==> config.mk <==
export PLATFORM = sky130hd
export DESIGN_NAME = spi_mstr_cfg
export DESIGN_NICKNAME = d
export VERILOG_FILES = /design/src/rtl/spi_pkg.sv /design/src/rtl/spi_sclk_gen.sv /design/src/rtl/spi_mstr_cfg.sv
export SDC_FILE = /design/constraint.sdc
export NUM_CORES = 1
export LEC_CHECK = 0
export CAP_MARGIN = 40
export CORE_UTILIZATION = 30
export CTS_BUF_LIST = sky130_fd_sc_hd__clkbuf_16
export CTS_CLUSTER_DIAMETER = 200
export DETAILED_ROUTE_END_ITERATION = 16
export PLACE_DENSITY = 0.59
export SYNTH_ARGS = -nofsm -noshare
export SYNTH_HDL_FRONTEND = slang
export SYNTH_SLANG_ARGS = --single-unit
==> constraint.sdc <==
create_clock -name clk -period 2.02 [get_ports clk]
set_clock_uncertainty 0.2 [all_clocks]
set_input_delay 0.303 -clock clk [delete_from_list [all_inputs] [get_ports clk]]
set_output_delay 0.303 -clock clk [all_outputs]
set_load 0.1 [all_outputs]
==> src/rtl/spi_pkg.sv <==
// Shared types for the configurable SPI master.
//   state_t    : transfer sequencer states
//   spi_mode_t : per-transfer clock polarity / phase
//   cnt_w()    : width of a counter that runs 0..n-1
package spi_pkg;

    typedef enum logic [2:0] {
        IDLE,
        SETUP,
        SHIFT,
        HOLD,
        DONE
    } state_t;

    typedef struct packed {
        logic cpol;
        logic cpha;
    } spi_mode_t;

    // Bits needed to hold the terminal count n-1 (at least one bit).
    function automatic int cnt_w(input int n);
        return (n <= 2) ? 1 : $clog2(n);
    endfunction

endpackage

==> src/rtl/spi_sclk_gen.sv <==
// SCLK generator for spi_mstr_cfg.
//   clk, rst_n : clock, asynchronous active-low reset
//   en         : run the divider (high during SHIFT)
//   cpol       : idle level loaded into SCLK while cleared
//   clear      : hold counters at zero and park SCLK at cpol
//   sclk       : registered serial clock
//   lead_stb   : SCLK is about to make a leading edge (this cycle)
//   trail_stb  : SCLK is about to make a trailing edge (this cycle)
//   last_edge  : the final trailing edge of the word is being made
module spi_sclk_gen
    import spi_pkg::*;
#(
    parameter int DATA_W   = 16,
    parameter int HALF_DIV = 16
) (
    input  logic clk,
    input  logic rst_n,
    input  logic en,
    input  logic cpol,
    input  logic clear,
    output logic sclk,
    output logic lead_stb,
    output logic trail_stb,
    output logic last_edge
);

    localparam int DIV_W  = cnt_w(HALF_DIV);
    localparam int EDGE_W = cnt_w(2 * DATA_W);
    localparam logic [DIV_W-1:0]  DIV_LAST  = DIV_W'(HALF_DIV - 1);
    localparam logic [EDGE_W-1:0] EDGE_LAST = EDGE_W'(2 * DATA_W - 1);

    logic [DIV_W-1:0]  div_reg;
    logic [EDGE_W-1:0] edge_reg;
    logic              sclk_reg;
    logic              wrap;

    // A toggle happens at the end of every cycle where the divider wraps.
    assign wrap = en && !clear && (div_reg == DIV_LAST);

    always_ff @(posedge clk or negedge rst_n) begin
        if (!rst_n) begin
            div_reg  <= '0;
            edge_reg <= '0;
            sclk_reg <= 1'b0;
        end else if (clear) begin
            div_reg  <= '0;
            edge_reg <= '0;
            sclk_reg <= cpol;
        end else if (en) begin
            if (wrap) begin
                div_reg  <= '0;
                sclk_reg <= ~sclk_reg;
                edge_reg <= (edge_reg == EDGE_LAST) ? '0 : edge_reg + 1'b1;
            end else begin
                div_reg <= div_reg + 1'b1;
            end
        end
    end

    // Even edge indices leave the idle level (leading), odd ones return to it.
    assign lead_stb  = wrap && !edge_reg[0];
    assign trail_stb = wrap && edge_reg[0];
    assign last_edge = wrap && (edge_reg == EDGE_LAST);
    assign sclk      = sclk_reg;

endmodule

==> src/rtl/spi_mstr_cfg.sv <==
// Parametrised full-duplex SPI master with per-transfer CPOL/CPHA.
//   clk, rst_n : clock, asynchronous active-low reset
//   wrt        : start request (taken only when idle)
//   cmd        : word to transmit, MSB first
//   ss_sel     : slave index (out-of-range index runs with no select)
//   cpol, cpha : SPI mode for this transfer
//   MISO       : serial input, asynchronous to clk
//   SCLK, MOSI : registered serial clock / data out
//   SS_n       : active-low slave selects
//   busy       : sequencer not idle
//   done       : one-cycle pulse, data valid from here on
//   data       : last received word
// SETUP and HOLD each last GUARD_CLKS cycles; GUARD_CLKS must be >= 3 so the
// delayed capture of the final trailing edge lands before DONE.
module spi_mstr_cfg
    import spi_pkg::*;
#(
    parameter  int DATA_W     = 16,
    parameter  int HALF_DIV   = 16,
    parameter  int NUM_SS     = 2,
    parameter  int GUARD_CLKS = 8,
    localparam int SEL_W      = (NUM_SS > 1) ? $clog2(NUM_SS) : 1
) (
    input  logic              clk,
    input  logic              rst_n,
    input  logic              wrt,
    input  logic [DATA_W-1:0] cmd,
    input  logic [SEL_W-1:0]  ss_sel,
    input  logic              cpol,
    input  logic              cpha,
    input  logic              MISO,
    output logic              SCLK,
    output logic              MOSI,
    output logic [NUM_SS-1:0] SS_n,
    output logic              busy,
    output logic              done,
    output logic [DATA_W-1:0] data
);

    localparam int GUARD_W = cnt_w(GUARD_CLKS);
    localparam logic [GUARD_W-1:0] GUARD_LAST = GUARD_W'(GUARD_CLKS - 1);

    state_t             state_reg, state_next;
    logic               accept;
    logic [GUARD_W-1:0] guard_reg;
    logic               guard_end;
    spi_mode_t          mode_reg, mode_in;
    logic [DATA_W-1:0]  tx_reg, rx_reg, data_reg;
    logic [NUM_SS-1:0]  ss_n_reg, ss_dec;
    logic               mosi_reg, done_reg;
    logic               miso_s1_reg, miso_s2_reg;
    logic               cap_d1_reg, cap_d2_reg;
    logic               lead_seen_reg;
    logic               sclk_cpol, lead_stb, trail_stb, last_edge;
    logic               cap_stb, tx_shift_stb;

    assign mode_in = {cpol, cpha};

    // One-hot-low select decode; an index with no matching slave leaves all high.
    for (genvar gi = 0; gi < NUM_SS; gi++) begin : g_ss_dec
        assign ss_dec[gi] = (ss_sel != SEL_W'(gi));
    end

    // ---------------- sequencer ----------------
    always_ff @(posedge clk or negedge rst_n) begin
        if (!rst_n) begin
            state_reg <= IDLE;
        end else begin
            state_reg <= state_next;
        end
    end

    always_comb begin
        state_next = state_reg;
        accept     = 1'b0;
        case (state_reg)
            IDLE: begin
                if (wrt) begin
                    state_next = SETUP;
                    accept     = 1'b1;
                end
            end
            SETUP:   if (guard_end) state_next = SHIFT;
            SHIFT:   if (last_edge) state_next = HOLD;
            HOLD:    if (guard_end) state_next = DONE;
            DONE:    state_next = IDLE;
            default: state_next = IDLE;
        endcase
    end

    assign guard_end = (guard_reg == GUARD_LAST);

    always_ff @(posedge clk or negedge rst_n) begin
        if (!rst_n) begin
            guard_reg <= '0;
        end else if ((state_reg == SETUP || state_reg == HOLD) && !guard_end) begin
            guard_reg <= guard_reg + 1'b1;
        end else begin
            guard_reg <= '0;
        end
    end

    // ---------------- SCLK ----------------
    // The new polarity goes straight in on accept so SCLK is already at the
    // right idle level in the first SETUP cycle.
    assign sclk_cpol = accept ? cpol : mode_reg.cpol;

    spi_sclk_gen #(
        .DATA_W   (DATA_W),
        .HALF_DIV (HALF_DIV)
    ) u_sclk_gen (
        .clk       (clk),
        .rst_n     (rst_n),
        .en        (state_reg == SHIFT),
        .cpol      (sclk_cpol),
        .clear     (state_reg != SHIFT),
        .sclk      (SCLK),
        .lead_stb  (lead_stb),
        .trail_stb (trail_stb),
        .last_edge (last_edge)
    );

    // cpha=1 skips the first leading edge: the MSB is already on MOSI.
    always_ff @(posedge clk or negedge rst_n) begin
        if (!rst_n) begin
            lead_seen_reg <= 1'b0;
        end else if (state_reg != SHIFT) begin
            lead_seen_reg <= 1'b0;
        end else if (lead_stb) begin
            lead_seen_reg <= 1'b1;
        end
    end

    assign cap_stb      = mode_reg.cpha ? trail_stb : lead_stb;
    assign tx_shift_stb = mode_reg.cpha ? (lead_stb && lead_seen_reg)
                                        : (trail_stb && !last_edge);

    // ---------------- transmit side ----------------
    always_ff @(posedge clk or negedge rst_n) begin
        if (!rst_n) begin
            tx_reg   <= '0;
            mode_reg <= '0;
            mosi_reg <= 1'b0;
            ss_n_reg <= '1;
        end else if (accept) begin
            tx_reg   <= cmd;
            mode_reg <= mode_in;
            mosi_reg <= cmd[DATA_W-1];
            ss_n_reg <= ss_dec;
        end else if (tx_shift_stb) begin
            tx_reg   <= {tx_reg[DATA_W-2:0], 1'b0};
            mosi_reg <= tx_reg[DATA_W-2];
        end else if (state_reg == DONE) begin
            mosi_reg <= 1'b0;
            ss_n_reg <= '1;
        end
    end

    // ---------------- receive side ----------------
    // MISO is sampled two cycles after the SCLK toggle through the synchroniser;
    // the strobe is delayed by the same two cycles to line up with it.
    always_ff @(posedge clk or negedge rst_n) begin
        if (!rst_n) begin
            miso_s1_reg <= 1'b0;
            miso_s2_reg <= 1'b0;
            cap_d1_reg  <= 1'b0;
            cap_d2_reg  <= 1'b0;
            rx_reg      <= '0;
            done_reg    <= 1'b0;
            data_reg    <= '0;
        end else begin
            miso_s1_reg <= MISO;
            miso_s2_reg <= miso_s1_reg;
            cap_d1_reg  <= cap_stb;
            cap_d2_reg  <= cap_d1_reg;
            if (cap_d2_reg) begin
                rx_reg <= {rx_reg[DATA_W-2:0], miso_s2_reg};
            end
            done_reg <= (state_reg == DONE);
            if (state_reg == DONE) begin
                data_reg <= rx_reg;
            end
        end
    end

    assign MOSI = mosi_reg;
    assign SS_n = ss_n_reg;
    assign busy = (state_reg != IDLE);
    assign done = done_reg;
    assign data = data_reg;

endmodule

## Yosys cells after proc, flatten, opt, wreduce, memory -nomap -nowiden

Cells that the tools add are included.

| cells by class | value |
|---|---|
| bitwise operators | 2 |
| multiplexer cells | 31 |
| reduce and logical (&&, ||, !) cells | 24 |
| $add $sub $neg | 3 |
| equality and inequality tests | 13 |

Operators by type and width:

| cell | count |
|---|---|
| $mux W15 | 2 |
| $mux W5 | 4 |
| $mux W3 | 5 |
| $mux W1 | 13 |
| $mux W4 | 3 |
| $pmux W3 S4 | 1 |
| $ne A2 B2 Y1 const B | 5 |
| $reduce_bool A2 Y1 | 5 |
| $logic_and A1 B1 Y1 | 8 |
| $eq A3 B2 Y1 const B | 2 |
| $eq A3 B3 Y1 const B | 2 |
| $mux W2 | 3 |
| $reduce_bool A3 Y1 | 2 |
| $add A5 B1 Y5 const B | 1 |
| $eq A5 B5 Y1 const B | 1 |
| $add A4 B1 Y4 const B | 1 |
| $eq A4 B4 Y1 const B | 1 |
| $logic_not A1 Y1 | 4 |
| $reduce_and A2 Y1 | 2 |
| $reduce_and A4 Y1 | 1 |
| $add A3 B1 Y3 const B | 1 |
| $eq A3 B1 Y1 const B | 1 |
| $logic_not A3 Y1 | 1 |
| $ne A3 B2 Y1 const B | 1 |
| 2 further kinds | 3 |

| word-level totals | value |
|---|---|
| bits of input ports | 23 |
| output and inout port bits | 22 |
| bits in registers | 74 |
| logic and storage cells | 91 |

## Logic depth before layout (Yosys ltp)

| logic depth | value |
|---|---|
| depth in word-level cells | 10 |
| mapped depth | 7 |

## Hierarchy

Synthesis repeated with hierarchy kept, for this count alone.

| second synthesis, totals | value |
|---|---|
| cells, all modules | 241 |
| area, all modules | 3109.2 um^2 |

By module, submodules not included:

| module | cells an instance | area each (um^2) | instances |
|---|---|---|---|
| spi_mstr_cfg | 187 | 2585.0 | 1 |
| spi_sclk_gen | 54 | 524.3 | 1 |

## Worst setup path after synthesis

Ideal clock, no wire load.

| path | value |
|---|---|
| kind | register to register |
| from | register u_sclk_gen.edge_reg[1] |
| to | register mosi_reg (netlist: MOSI) |
| buffers on the path | 1 |
| required time | 1.684 ns |
| cell stages (with the launch flop) | 8 |
| period minus slack after synthesis | 2.134 ns |
| library setup time | 0.136 ns |
| slack | -0.114 ns |
| data arrival time | 1.798 ns |
| cell sequence | dfrtp_1 ha_1 and3_1 ha_1 nor3b_2 o211a_4 buf_6 o211ai_1 |

| on the way | value |
|---|---|
| longest elaborated chain between the ends | 7 |
| elaborated cells on any way between the ends | 8 |
| classes of those cells | eq/ne: 1; mux: 3; reduce/logical: 4 |

Ends and longest elaborated chain:

| item | RTL line | text |
|---|---|---|
| from (decl) | spi_sclk_gen.sv:33 | `logic [EDGE_W-1:0] edge_reg;` |
| from (signal assigned) | spi_sclk_gen.sv:53 | `edge_reg <= (edge_reg == EDGE_LAST) ? '0 : edge_reg + 1'b1;` |
| $eq A5 B5 Y1 * | spi_sclk_gen.sv:63 | `assign last_edge = wrap && (edge_reg == EDGE_LAST);` |
| $logic_and A1 B1 Y1 * | spi_sclk_gen.sv:63 |  |
| $logic_not A1 Y1 * | spi_mstr_cfg.sv:136 | `: (trail_stb && !last_edge);` |
| $logic_and A1 B1 Y1 * | spi_mstr_cfg.sv:136 |  |
| $mux W1 * | spi_mstr_cfg.sv:135 | `assign tx_shift_stb = mode_reg.cpha ? (lead_stb && lead_seen_reg)` |
| $mux W1 | spi_mstr_cfg.sv:150 | `end else if (tx_shift_stb) begin` |
| $mux W1 | spi_mstr_cfg.sv:145 | `end else if (accept) begin` |
| to (signal assigned) | spi_mstr_cfg.sv:148 | `mosi_reg <= cmd[DATA_W-1];` |
| to (signal assigned) | spi_mstr_cfg.sv:152 | `mosi_reg <= tx_reg[DATA_W-2];` |
| to (decl) | spi_mstr_cfg.sv:50 | `logic mosi_reg, done_reg;` |

Mark *: on every way between the ends. The rest lies on a longest branch, timed or not.
A chain may end at the register's enable or synchronous reset.

## Final worst setup path

| path | value |
|---|---|
| from | register state_reg[1] |
| to | output busy |

| on the way | value |
|---|---|
| longest elaborated chain between the ends | 1 |

Ends and longest elaborated chain:

| item | RTL line | text |
|---|---|---|
| from (decl) | spi_mstr_cfg.sv:43 | `state_t state_reg, state_next;` |
| from (signal assigned) | spi_mstr_cfg.sv:69 | `state_reg <= state_next;` |
| $reduce_bool A3 Y1 | spi_mstr_cfg.sv:188 | `assign busy = (state_reg != IDLE);` |
| to (decl) | spi_mstr_cfg.sv:35 | `output logic busy,` |

Every way passes these cells.

==> qor.yml <==
outcome:
  status: "finished, final reports clean"
yosys:
  synthCells: 261
  synth_cell_types: 42
  yosys_warnings: 0
  ys_ff_latch: 74
  yosysSeqAreaShare_pct: 57.2
  synth_top_flop_cell: "dfrtp_1"
  avgSynthCellArea_um2: 12.4
  synth.cell_area_mm2: 0.00324
  ys_async_sr_fraction_pct: 100
  synth_enable_flop_cells: 0
  synth_nets: 289
detailed_routing:
  dr.pass1.iters: 4
  detail-route-antenna-nets: 0
  wl_um: 6290
  viasPerCell: 4.77
  vias: 2170
  avgRoutedWirePerCell_um: 13.8
  detail_route.iter0.violations: 153
  route.detailed.drc: 0
pwr:
  switching_share_pct: 20.6
  power_switching_mw: 0.725
  comb_power_share_pct: 4.8
  internal_power_mw: 2.80
  seqPwrFrac_pct: 43.4
  p_leak_nw: 1.97
  fin_total_pwr_mw: 3.52
  power_density_mw_per_mm2: 817
  clock_power_share_pct: 51.8
  peakVddDrop_mv: 0.431
setup_path:
  start_kind: "flip-flop"
  rr_worst_depth: 6
  arrival_ns: 1.44
  crit_fanout: 8
  reg2reg_to: "tx_reg[2]"
  r2r-start: "u_sclk_gen.edge_reg[0]"
  required_ns: 1.52
  setup.worst_path.class: "flip-flop to primary output"
  r2r_setup_slack_ns: 0.12
  crit_start: "state_reg[1]"
  endpoint_kind: "primary output"
die:
  die_w_um: 106
  start_util_pct: 31.1
  ioPinCount: 45
  die_height_um: 106
  dieArea_mm2: 0.0112
  coreArea_mm2: 0.0104
  rows: 37
grt:
  grt_pass1_vias: 2226
  grt_max_degree: 75
  overflow: 0
  use_met3_pct: 3.37
  grt_busiest_layer: "met2"
  grtUsageTotal_pct: 12.3
  grt_pass1_wl_um: 10800
  grt.met1_usage_pct: 16.1
  met2_usage_pct: 18.6
  antenna_found_initial: 0
clock_tree:
  clock-sinks: 74
  h-tree-depth: 3
  cts_tree: "built"
  cts_buffer_depth: 2
  clk_latency_ns: 0.34
  cts_made_buffers: 9
  cts_root_buf: "clkbuf_16"
  path_clk_slew_ns: 0.06
  cts_setup_buffers: 0
timing:
  finalWorstSetupSlack_ns: 0.0746
  holdWs_ns: 0.150
  rsz0062_at_grt: "false"
  slew-limit-headroom_pct: 73.6
  post-route-min-period_ns: 1.95
  setup_viol: 0
  maxSlewViolCount: 0
  fin_crit_sh_pct: 96.3
  final-hold-violation-count: 0
  worst_pin_slew_ns: 0.395
  max_clock_freq_mhz: 514
placement:
  dp_hpwl_um: 4220
  portBuffers: 44
  gp_congestion: 0.722
  dp_slack_ns: -0.00368
finish:
  antenna_cells: 0
  ff_latch_area_mm2: 0.00186
  multi_input_area_mm2: 0.00129
  synthToLayoutAreaGrowth_pct: 33.0
  fin_nets: 342
  num-fill-cells: 985
  final_layout_size_suffix_gt1_share_pct: 31.7
  fin_util_pct: 41.4
run:
  drv_cap: 0
min_path:
  min_from: "cap_d1_reg"
  min_path_cells: 0
  hold_class: "flip-flop to flip-flop"
  min_to: "cap_d2_reg"
-- cell type report --
type	instances	area share, %
Clock buffer	9	5.23
Multi-Input combinational cell	164	30.0
Sequential cell	74	43.1
Clock inverter	7	2.76
Inverter	3	0.261
Timing Repair Buffer	62	14.7
Tap cell	136	3.95
-- power groups by stage --
stage          Clock (mW)  Sequential (mW)  Combinational, mW
4_1_cts              1.86             1.53              0.174
3_5_place_dp            0             1.56              0.172
6_report             1.82             1.53              0.169
2_1_floorplan           0             1.58             0.0306
5_1_grt              1.92             1.53              0.185
3_3_place_gp            0             1.56              0.169
-- logic make-up (layout without fill, tap and decap cells) --
logic type               count (synthesis)  count (layout)  synth area share (%)
AO/OA/AOI/OAI                           47              47                  10.8
XOR/XNOR                                 4               4                  1.08
adder cells (fa/ha/maj)                  5               5                  1.93
buffers and inverters                   23              81                  4.17
flip-flops                              74              74                  57.2
multiplexers                            34              34                  12.9
AND/OR/NAND/NOR                         74              74                  11.9
-- metal layers --
metal / wire [um] / vias to the layer above
li1: - / 1047
met1: 2980 / 1072
met2: 2910 / 42
met3: 275 / 9
met4: 127 / 0
met5: 0 / -
-- Yosys cell counts (all sizes together), types with 2 or more instances --
cell type   n  area share, %
or4b        2           0.62
nor3        4           0.62
o211ai     15            3.5
and3        2           0.39
o21ai       4           0.62
nor3b       3            1.2
dfrtp      72             56
xnor2       3           0.81
nor2        6           0.70
mux2       34             13
buf        15            3.2
ha          5            1.9
a21oi       9            1.4
inv         3           0.35
and2        3           0.58
clkbuf      5           0.58
nand2      40            4.6
o2111ai    15            4.1
or3         3           0.58
dfstp       2            1.6
nand3       4           0.62
-- worst max-delay path, cell delays in order, from the launching register on --
cell	delay, ns
dfrtp_1	0.47
or3_1	0.45
buf_12	0.19
-- cell usage in the layout (no fill, tap or decap), drive strengths merged, types with 4 or more instances in the layout --
master,count
nand2,40
dfrtp,72
o2111ai,15
a21oi,9
clkdlybuf4s50,21
inv,4
o21ai,4
nand3,4
clkbuf,9
ha,5
nor3,4
buf,40
mux2,34
nor2,6
o211ai,15
-- worst max-delay path by stage --
| stage | endpoint | slack, ns | cells past startpoint |
|---|---|---|---|
| after floorplan | MOSI | 0.02 | 7 |
| after global placement | u_sclk_gen.sclk | 0.03 | 4 |
| after detailed placement | u_sclk_gen.sclk | -0.004 | 4 |
| after CTS | u_sclk_gen.edge_reg[2] | 0.01 | 5 |
| after global routing | tx_reg[3] | 0.02 | 6 |
| final | busy | 0.07 | 2 |
-- per-stage QoR --
step | cell area (um^2) | instances | setup TNS (ns)
floorplan | 3260 | 261 | 0
global route | 4310 | 455 | 0
finish | 4310 | 455 | 0
global placement | 3940 | 438 | 0
CTS | 4290 | 455 | 0
detailed placement | 3940 | 438 | -0.00368
-- repair_timing --
action | CTS | global route
endpoints found under the hold margin | 72 | 0
hold buffers | 1 | 0
endpoints found under the setup margin | 0 | 8
gates resized for setup | 0 | 5
(Power assumes the default switching activity.)
